`src/rtl/contador_de_programa_pilha.sv`:
```
// contador_de_programa_pilha
// Fetch-stage program counter with an integrated return-address stack.
// The PC advances by STEP each cycle. It supports stall, branch load, call
// (push return address and jump) and return (pop and jump). The overflow
// and underflow flags are sticky until rst.
// Optional feature macro: PC_STACK_WRAP_EN. When it is defined, a call on a
// full stack overwrites the oldest entry. When it is undefined, the return
// address of that call is dropped.
module contador_de_programa_pilha #(
    parameter int WIDTH = 8,
    parameter int STEP  = 4,
    parameter logic [WIDTH-1:0] RESET_PC = '0,
    parameter int DEPTH = 4
) (
    input  logic             clk,
    input  logic             rst,
    input  logic             stall,
    input  logic             branch_en,
    input  logic [WIDTH-1:0] branch_target,
    input  logic             call,
    input  logic             ret,
    output logic [WIDTH-1:0] curr_pc,
    output logic [WIDTH-1:0] next_pc,
    output logic             stack_empty,
    output logic             stack_full,
    output logic             overflow,
    output logic             underflow
);

    localparam int PTR_W = $clog2(DEPTH);
    localparam int CNT_W = PTR_W + 1;

    // wr_ptr points at the slot the next push will write. The top entry
    // sits one slot below it. The pointer wraps naturally because DEPTH is
    // a power of two, and that wrap is what makes the circular overwrite
    // land on the oldest entry.
    logic [WIDTH-1:0] stack_mem [DEPTH];
    logic [PTR_W-1:0] wr_ptr;
    logic [PTR_W-1:0] ptr_next;
    logic [CNT_W-1:0] count;
    logic [CNT_W-1:0] count_next;
    logic [WIDTH-1:0] seq_pc;
    logic [WIDTH-1:0] top_entry;
    logic             is_empty;
    logic             is_full;
    logic             do_pop;
    logic             do_call;
    logic             write_en;

    // Next-PC selection and stack bookkeeping, using the priority order stall > ret > call > branch > increment
    always_comb begin
        seq_pc     = curr_pc + WIDTH'(STEP);
        is_empty   = (count == '0);
        is_full    = (count == CNT_W'(DEPTH));
        top_entry  = stack_mem[wr_ptr - PTR_W'(1)];
        do_pop     = !stall && ret && !is_empty;
        do_call    = !stall && !ret && call;
`ifdef PC_STACK_WRAP_EN
        write_en   = do_call;
`else
        write_en   = do_call && !is_full;
`endif

        next_pc = seq_pc;
        if (stall) begin
            next_pc = curr_pc;
        end else if (ret) begin
            next_pc = is_empty ? seq_pc : top_entry;
        end else if (call || branch_en) begin
            next_pc = branch_target;
        end

        count_next = count;
        ptr_next   = wr_ptr;
        if (do_pop) begin
            count_next = count - CNT_W'(1);
            ptr_next   = wr_ptr - PTR_W'(1);
        end else if (write_en) begin
            ptr_next = wr_ptr + PTR_W'(1);
            if (!is_full) begin
                count_next = count + CNT_W'(1);
            end
        end
    end

    // PC, stack pointer, occupancy flags and sticky error flags
    always_ff @(posedge clk) begin
        if (rst) begin
            curr_pc     <= RESET_PC;
            wr_ptr      <= '0;
            count       <= '0;
            stack_empty <= 1'b1;
            stack_full  <= 1'b0;
            overflow    <= 1'b0;
            underflow   <= 1'b0;
        end else begin
            curr_pc     <= next_pc;
            wr_ptr      <= ptr_next;
            count       <= count_next;
            stack_empty <= (count_next == '0);
            stack_full  <= (count_next == CNT_W'(DEPTH));
            if (do_call && is_full) begin
                overflow <= 1'b1;
            end
            if (!stall && ret && is_empty) begin
                underflow <= 1'b1;
            end
        end
    end

    // Return-address storage; contents are meaningless after reset, so no reset here
    always_ff @(posedge clk) begin
        if (!rst && write_en) begin
            stack_mem[wr_ptr] <= seq_pc;
        end
    end

endmodule

```
`config.mk`:
```
export PLATFORM = sky130hd
export DESIGN_NAME = contador_de_programa_pilha
export DESIGN_NICKNAME = d
export VERILOG_FILES = /design/src/rtl/contador_de_programa_pilha.sv
export SDC_FILE = /design/constraint.sdc
export NUM_CORES = 1
export LEC_CHECK = 0
export ABC_AREA = 1
export CORE_MARGIN = 4
export CORE_UTILIZATION = 40
export DETAILED_ROUTE_END_ITERATION = 12
export MAX_ROUTING_LAYER = met4
export SLEW_MARGIN = 20
export SYNTH_ARGS = -nofsm -noshare
export SYNTH_HDL_FRONTEND = slang
export SYNTH_SLANG_ARGS = --single-unit
```
`constraint.sdc`:
```
create_clock -name clk -period 2.3 [get_ports clk]
set_input_delay 0.23 -clock clk [delete_from_list [all_inputs] [get_ports clk]]
set_output_delay 0.23 -clock clk [all_outputs]
set_load 0.01 [all_outputs]
```
==> results of run 1 <==
-- timing repair --
item | CTS | global route
setup buffers | 0 | 0
endpoints found under the setup margin | 8 | 1
gates resized for setup | 15 | 1
pin swaps | 2 | 1
-- per-layer routing --
metal,GRT usage (%),wire length [µm]
met1,21.1,2580
met2,26.1,2650
met3,2.31,184
met4,5.18,72
met5,-,0
-- synthesized netlist by cell type --
cell	n	share of area [%]
a21boi_0	1	0.31
a21oi_1	8	1.7
a31oi_1	1	0.26
and2_1	1	0.26
buf_2	3	0.62
buf_4	3	0.93
buf_6	4	1.9
dfxtp_1	17	14
edfxtp_1	32	40
ha_1	8	4.1
inv_1	29	4.5
inv_2	6	0.93
nand2_1	59	9.1
nand2_2	2	0.52
nand3_1	30	6.2
nand3_2	3	1.2
nand4_1	4	1.0
nand4_2	1	0.52
nor2_1	36	5.6
nor2_2	4	1.0
nor3_1	1	0.21
o21a_1	1	0.31
o21ai_0	16	3.3
o21ai_1	2	0.41
o21bai_1	1	0.31
o22ai_1	2	0.52
or2_2	1	0.26
xor2_1	1	0.36
-- registers in the layout, indices dropped and copies added (netlist names) --
signal / flops
stack_mem: 32
curr_pc: 8
wr_ptr: 2
overflow: 1
underflow: 1
stack_empty: 1
stack_full: 1
count: 3
-- through the flow --
stage	utilization (%)	setup WS (ns)	instance area (µm²)	hold slack, ns	std cells
global placement	50.1	0.0672	2950	0.449	399
finish	51.9	0.138	3050	0.484	407
detailed placement	50.1	0.0507	2950	0.458	399
floorplan	-	0.446	2420	0.484	277
CTS	51.8	0.0912	3050	0.485	407
global route	51.9	0.00850	3050	0.512	407
-- worst max-delay path by stage --
stage	from	endpoint	slack, ns	cells past startpoint
floorplan	wr_ptr[0]$_SDFFE_PP0P_	next_pc[6]	0.45	11
global placement	call	next_pc[1]	0.07	9
detailed placement	stall	next_pc[1]	0.05	10
CTS	wr_ptr[1]$_SDFFE_PP0P_	next_pc[3]	0.09	8
global route	count[0]$_SDFF_PP0_	next_pc[6]	0.008	11
finish	wr_ptr[1]$_SDFFE_PP0P_	next_pc[3]	0.14	8
-- worst max-delay path, stage by stage, from the launching register on --
cell             delay (ns)
dfxtp_2                0.35
inv_1                  0.09
ha_4                   0.31
buf_4                  0.14
o21ai_0                0.08
o22ai_1                0.22
nand2_1                0.11
nand2_1                0.09
clkdlybuf4s15_1        0.24
-- cells by family (layout without fill, tap and decap cells) --
group                      Yosys count  after routing  synth area share [%]
buffers and inverters               45            100                  8.82
xor gates and xnor gates             1              1                 0.361
and+or+nand+nor                    142            142                  26.0
adders and majority gates            8              8                  4.13
DFF                                 49             49                  53.7
AOI/OAI and AO/OA                   32             32                  7.07
-- area by class of cell --
type                            instances  area [µm²]
Sequential cell                        49        1300
Multi-Input combinational cell        183         930
Clock inverter                          3        21.3
Fill cell                             556        2830
Timing Repair Buffer                   57         502
Inverter                               35         134
Clock buffer                            5        68.8
Tap cell                               75        93.8
-- where the power goes --
part	switching (mW)	internal (mW)	total [mW]
combinational	0.267	0.206	0.473
clock	0.298	0.216	0.514
sequential	0.0263	0.982	1.01
==> impl_metrics.py, run 1 <==
metrics = {
    "outcome": {
        "outcome": "finished, final reports clean",
    },
    "layout": {
        "drive_gt1_share_pct": 16.6,
        "nets": 353,
        "synthToLayoutAreaGrowth_pct": 25.9,
        "final_cell_mix": "59 x nand2_1, 34 x nor2_1, 32 x edfxtp_1",
        "final_common_cell": "nand2_1",
        "n_antenna_cell": 0,
    },
    "critical_path": {
        "cp-end-kind": "output port",
        "worst-setup-path-type": "flop to output port",
        "reg2reg_to": "stack_mem[0][1]$_DFFE_PP_",
        "critPathArrivalTime_ns": 1.93,
        "required_ns": 2.07,
        "worstRegToRegCells": 6,
        "startpoint_type": "flop",
        "rrSetupSlack_ns": 0.59,
        "worstReg2RegStart": "count[0]$_SDFF_PP0_",
        "path_max_fanout": 4,
    },
    "floorplan": {
        "io_pins": 34,
        "die_w_um": 85.9,
        "dieArea_mm2": 0.00737,
        "die_h_um": 85.9,
        "core-area_mm2": 0.00589,
        "initial_core_util_pct": 41.2,
        "rows": 28,
    },
    "sta": {
        "relSlewSlack_pct": 78.7,
        "finalCritPeriodShare_pct": 94.0,
        "fin_worst_skew_ns": 0.00442,
        "slew_violations": 0,
        "finalSetupTns_ns": 0,
        "hold_violations": 0,
        "finalCriticalPeriod_ns": 2.16,
        "finalSetupViolCount": 0,
        "fmax_mhz": 463,
        "tightest_slew_ns": 0.320,
        "rsz0062_at_grt": "false",
    },
    "min_path": {
        "hold_path_class": "flop to flop",
        "holdPathEnd": "overflow$_SDFFE_PP0P_",
        "worstHoldStart": "overflow$_SDFFE_PP0P_",
        "holdPathStages": 1,
    },
    "detailed_routing": {
        "first_iter_violations": 117,
        "first_pass_iters": 4,
        "wirelength_um": 5480,
        "wire_per_inst_um": 13.5,
        "vias": 1955,
        "ant_nets": 0,
        "drc_errors": 0,
        "vias_per_cell": 4.80,
    },
    "cts": {
        "cts-root-buf": "clkbuf_8",
        "clk_latency_ns": 0.30,
        "cts_buffer_depth": 2,
        "clk_pin_slew_ns": 0.09,
        "clock_sinks": 49,
        "cts_tree": "built",
        "cts_buffers": 5,
        "htreeDepth": 2,
        "cts_hold_buf": 0,
    },
    "power": {
        "p_total_mw": 1.99,
        "peakVddDrop_mv": 0.279,
        "power.density_mw_per_mm2": 653,
        "p_leak_nw": 1.34,
    },
    "synth": {
        "avgSynthCellArea_um2": 8.75,
        "yosysSeqAreaShare_pct": 53.7,
        "synthCells": 277,
        "netlist_area_mm2": 0.00242,
        "syn_nets": 299,
        "synth-seq-cells": 49,
        "synth_warnings": 0,
        "synth_cell_types": 28,
    },
    "global_routing": {
        "antenna_found_initial": 0,
        "grt.overflow.total": 0,
        "grt_pass1_wl_um": 9090,
        "grt_pass1_vias": 1880,
        "grt_max_degree": 21,
        "grt_use_total_pct": 16.2,
    },
    "place": {
        "place_congestion": 0.868,
        "dp.final_hpwl_um": 4200,
        "port_buffers": 33,
    },
    "run": {
        "drv_cap": 0,
    },
}
(Power assumes the default switching activity.)
==> run 2, diff against run 1 <==
- CELL_PAD_IN_SITES_DETAIL_PLACEMENT: unset -> 1
- CELL_PAD_IN_SITES_GLOBAL_PLACEMENT: unset -> 1
- PLACE_DENSITY_LB_ADDON: unset -> 0.1
==> run 2 against run 1 <==
Against the previous run:
- sequential share of layout area fell by 1.0 points
- hold slack about the same
- die area is the same
- clock power is 24% higher
- first-iteration DRC count down 33%
- critical path depth rose by 3
- worst setup slack got worse by 0.010 ns
- sequential power about the same
- routed wire length increased by 13%
- utilization up 1.3 points
- total power rose by 7.5%
- global-route usage grew 2.6 points
- critical endpoint is now next_pc[5]
- largest cell class unchanged
- largest power group unchanged
- highest routed layer unchanged
==> impl_metrics.py, run 2 (synthesized netlist as in run 1, its figures left out) <==
metrics = {
    "layout": {
        "largest_register_ffs": 32,
        "n_fill_cell": 725,
        "final_cell_mix": "59 x nand2_1, 33 x nor2_1, 32 x edfxtp_1",
        "final_common_cell": "nand2_1",
        "fin_util_pct": 53.1,
        "synthToLayoutAreaGrowth_pct": 28.9,
        "drive_gt1_share_pct": 18.0,
        "multi_input_area_um2": 947,
        "nets": 355,
        "seqCellArea_mm2": 0.00130,
        "regMostFlops": "stack_mem",
        "largestRegisters": "stack_mem: 32 flops, curr_pc: 8 flops, count: 3 flops",
        "n_antenna_cell": 0,
    },
    "floorplan": {
        "initial_core_util_pct": 41.2,
        "rows": 28,
        "dieArea_mm2": 0.00737,
        "die_h_um": 85.9,
        "core-area_mm2": 0.00589,
        "die_w_um": 85.9,
        "io_pins": 34,
    },
    "cts": {
        "clk_latency_ns": 0.30,
        "clock_sinks": 49,
        "cts_hold_buf": 0,
        "cts_tree": "built",
        "cts_buffers": 5,
        "clk_pin_slew_ns": 0.09,
        "cts-root-buf": "clkbuf_8",
        "cts_buffer_depth": 2,
        "htreeDepth": 2,
    },
    "detailed_routing": {
        "vias_per_cell": 4.90,
        "wire_per_inst_um": 15.1,
        "first_pass_iters": 4,
        "ant_nets": 0,
        "wirelength_um": 6170,
        "first_iter_violations": 78,
        "vias": 2003,
        "drc_errors": 0,
    },
    "critical_path": {
        "path_max_fanout": 9,
        "crit_buf_inv": 5,
        "critPathArrivalTime_ns": 1.94,
        "startpoint_type": "flop",
        "cp-end-kind": "output port",
        "worst-setup-path-type": "flop to output port",
        "slowest_delay_ns": 0.34,
        "crit_chain": "inv_2, ha_4, inv_1, nor2_2, nor2_4, buf_12, nand3_1, nand3_1, nor2_2, inv_1, dlygate4sd2_1",
        "required_ns": 2.07,
        "slowest_stage": "dfxtp_2",
        "worst_path_dominant_cell_family": "buffers and inverters",
    },
    "sta": {
        "finalCritPeriodShare_pct": 94.4,
        "slew_violations": 0,
        "fmax_mhz": 460,
        "hold_violations": 0,
        "fin_ws_ns": 0.128,
        "relSlewSlack_pct": 78.1,
        "finalCriticalPeriod_ns": 2.17,
        "fin_worst_skew_ns": 0.00705,
        "finalSetupViolCount": 0,
        "finalSetupTns_ns": 0,
        "tightest_slew_ns": 0.329,
    },
    "global_routing": {
        "grt_pass1_wl_um": 10400,
        "antenna_found_initial": 0,
        "grt_use_total_pct": 18.8,
        "grt_max_degree": 21,
        "grt.overflow.total": 0,
        "grt_pass1_vias": 2129,
    },
    "min_path": {
        "hold_path_class": "flop to flop",
    },
    "power": {
        "power.share.switching_pct": 27.6,
        "power.internal_mw": 1.55,
        "power_frac_seq_pct": 47.1,
        "p_clk_share_pct": 29.7,
        "peakVddDrop_mv": 0.363,
        "power.density_mw_per_mm2": 686,
        "p_leak_nw": 1.37,
        "p_sw_uw": 592,
        "combinationalPowerShare_pct": 23.2,
    },
    "run": {
        "drv_cap": 0,
    },
    "place": {
        "pre_cts_ws_ns": -0.0168,
        "port_buffers": 33,
        "dp.final_hpwl_um": 4790,
        "place_congestion": 0.812,
    },
    "outcome": {
        "outcome": "finished, final reports clean",
    },
}
-- run 2: changes by cell type in the layout (fill, tap and decap cells not counted), sizes merged --
cell	before	now
buf	24	26
bufinv	0	1
clkbuf	5	6
clkdlybuf4s15	1	0
clkinv	1	0
dlygate4sd2	7	8
inv	36	35
-- run 2: layout make-up --
type / count / area share [%]
Multi-Input combinational cell: 183 / 30.3
Clock buffer: 6 / 2.64
Sequential cell: 49 / 41.7
Timing Repair Buffer: 59 / 16.9
Clock inverter: 2 / 1.20
Inverter: 35 / 4.28
Tap cell: 75 / 3.00
-- run 2: power by group through the flow --
stage	Clock (mW)	Sequential, mW	Combinational, mW
after floorplan	0	1.03	0.255
after global placement	0	1.03	0.483
after detailed placement	0	1.03	0.496
after CTS	0.657	1.01	0.495
after global routing	0.702	1.02	0.563
final	0.637	1.01	0.498
-- run 2: per-stage QoR --
step	area (µm²)	hold slack, ns	cells	total power [mW]
2_1_floorplan	2420	0.484	277	1.29
3_3_place_gp	2970	0.451	400	1.51
3_5_place_dp	2970	0.464	400	1.52
4_1_cts	3100	0.492	409	2.16
5_1_grt	3130	0.501	409	2.28
6_report	3130	0.484	409	2.14
-- run 2: routing by layer --
| metal | global-route usage [%] | vias up | share of wire [%] |
|---|---|---|---|
| li1 | - | 1017 | - |
| met1 | 24.1 | 953 | 47 |
| met2 | 31.7 | 27 | 49 |
| met3 | 2.59 | 6 | 2.1 |
| met4 | 4.03 | 0 | 0.92 |
| met5 | - | - | 0 |
-- run 2: worst paths after layout --
path                                             from                         to  slack (ns)  cells past startpoint
worst min register to register  overflow$_SDFFE_PP0P_      overflow$_SDFFE_PP0P_        0.48                      1
worst min-delay path            overflow$_SDFFE_PP0P_      overflow$_SDFFE_PP0P_        0.48                      1
worst max register to register    count[1]$_SDFF_PP0_  stack_mem[0][4]$_DFFE_PP_        0.63                      6
worst max-delay path              count[0]$_SDFF_PP0_                 next_pc[5]        0.13                     11
-- run 2: repair_timing --
item	4_1_cts	5_1_grt
buffers inserted	1	0
resized for setup	13	8
hold endpoints to repair	0	0
endpoints found under the setup margin	8	6
pin swaps	3	1
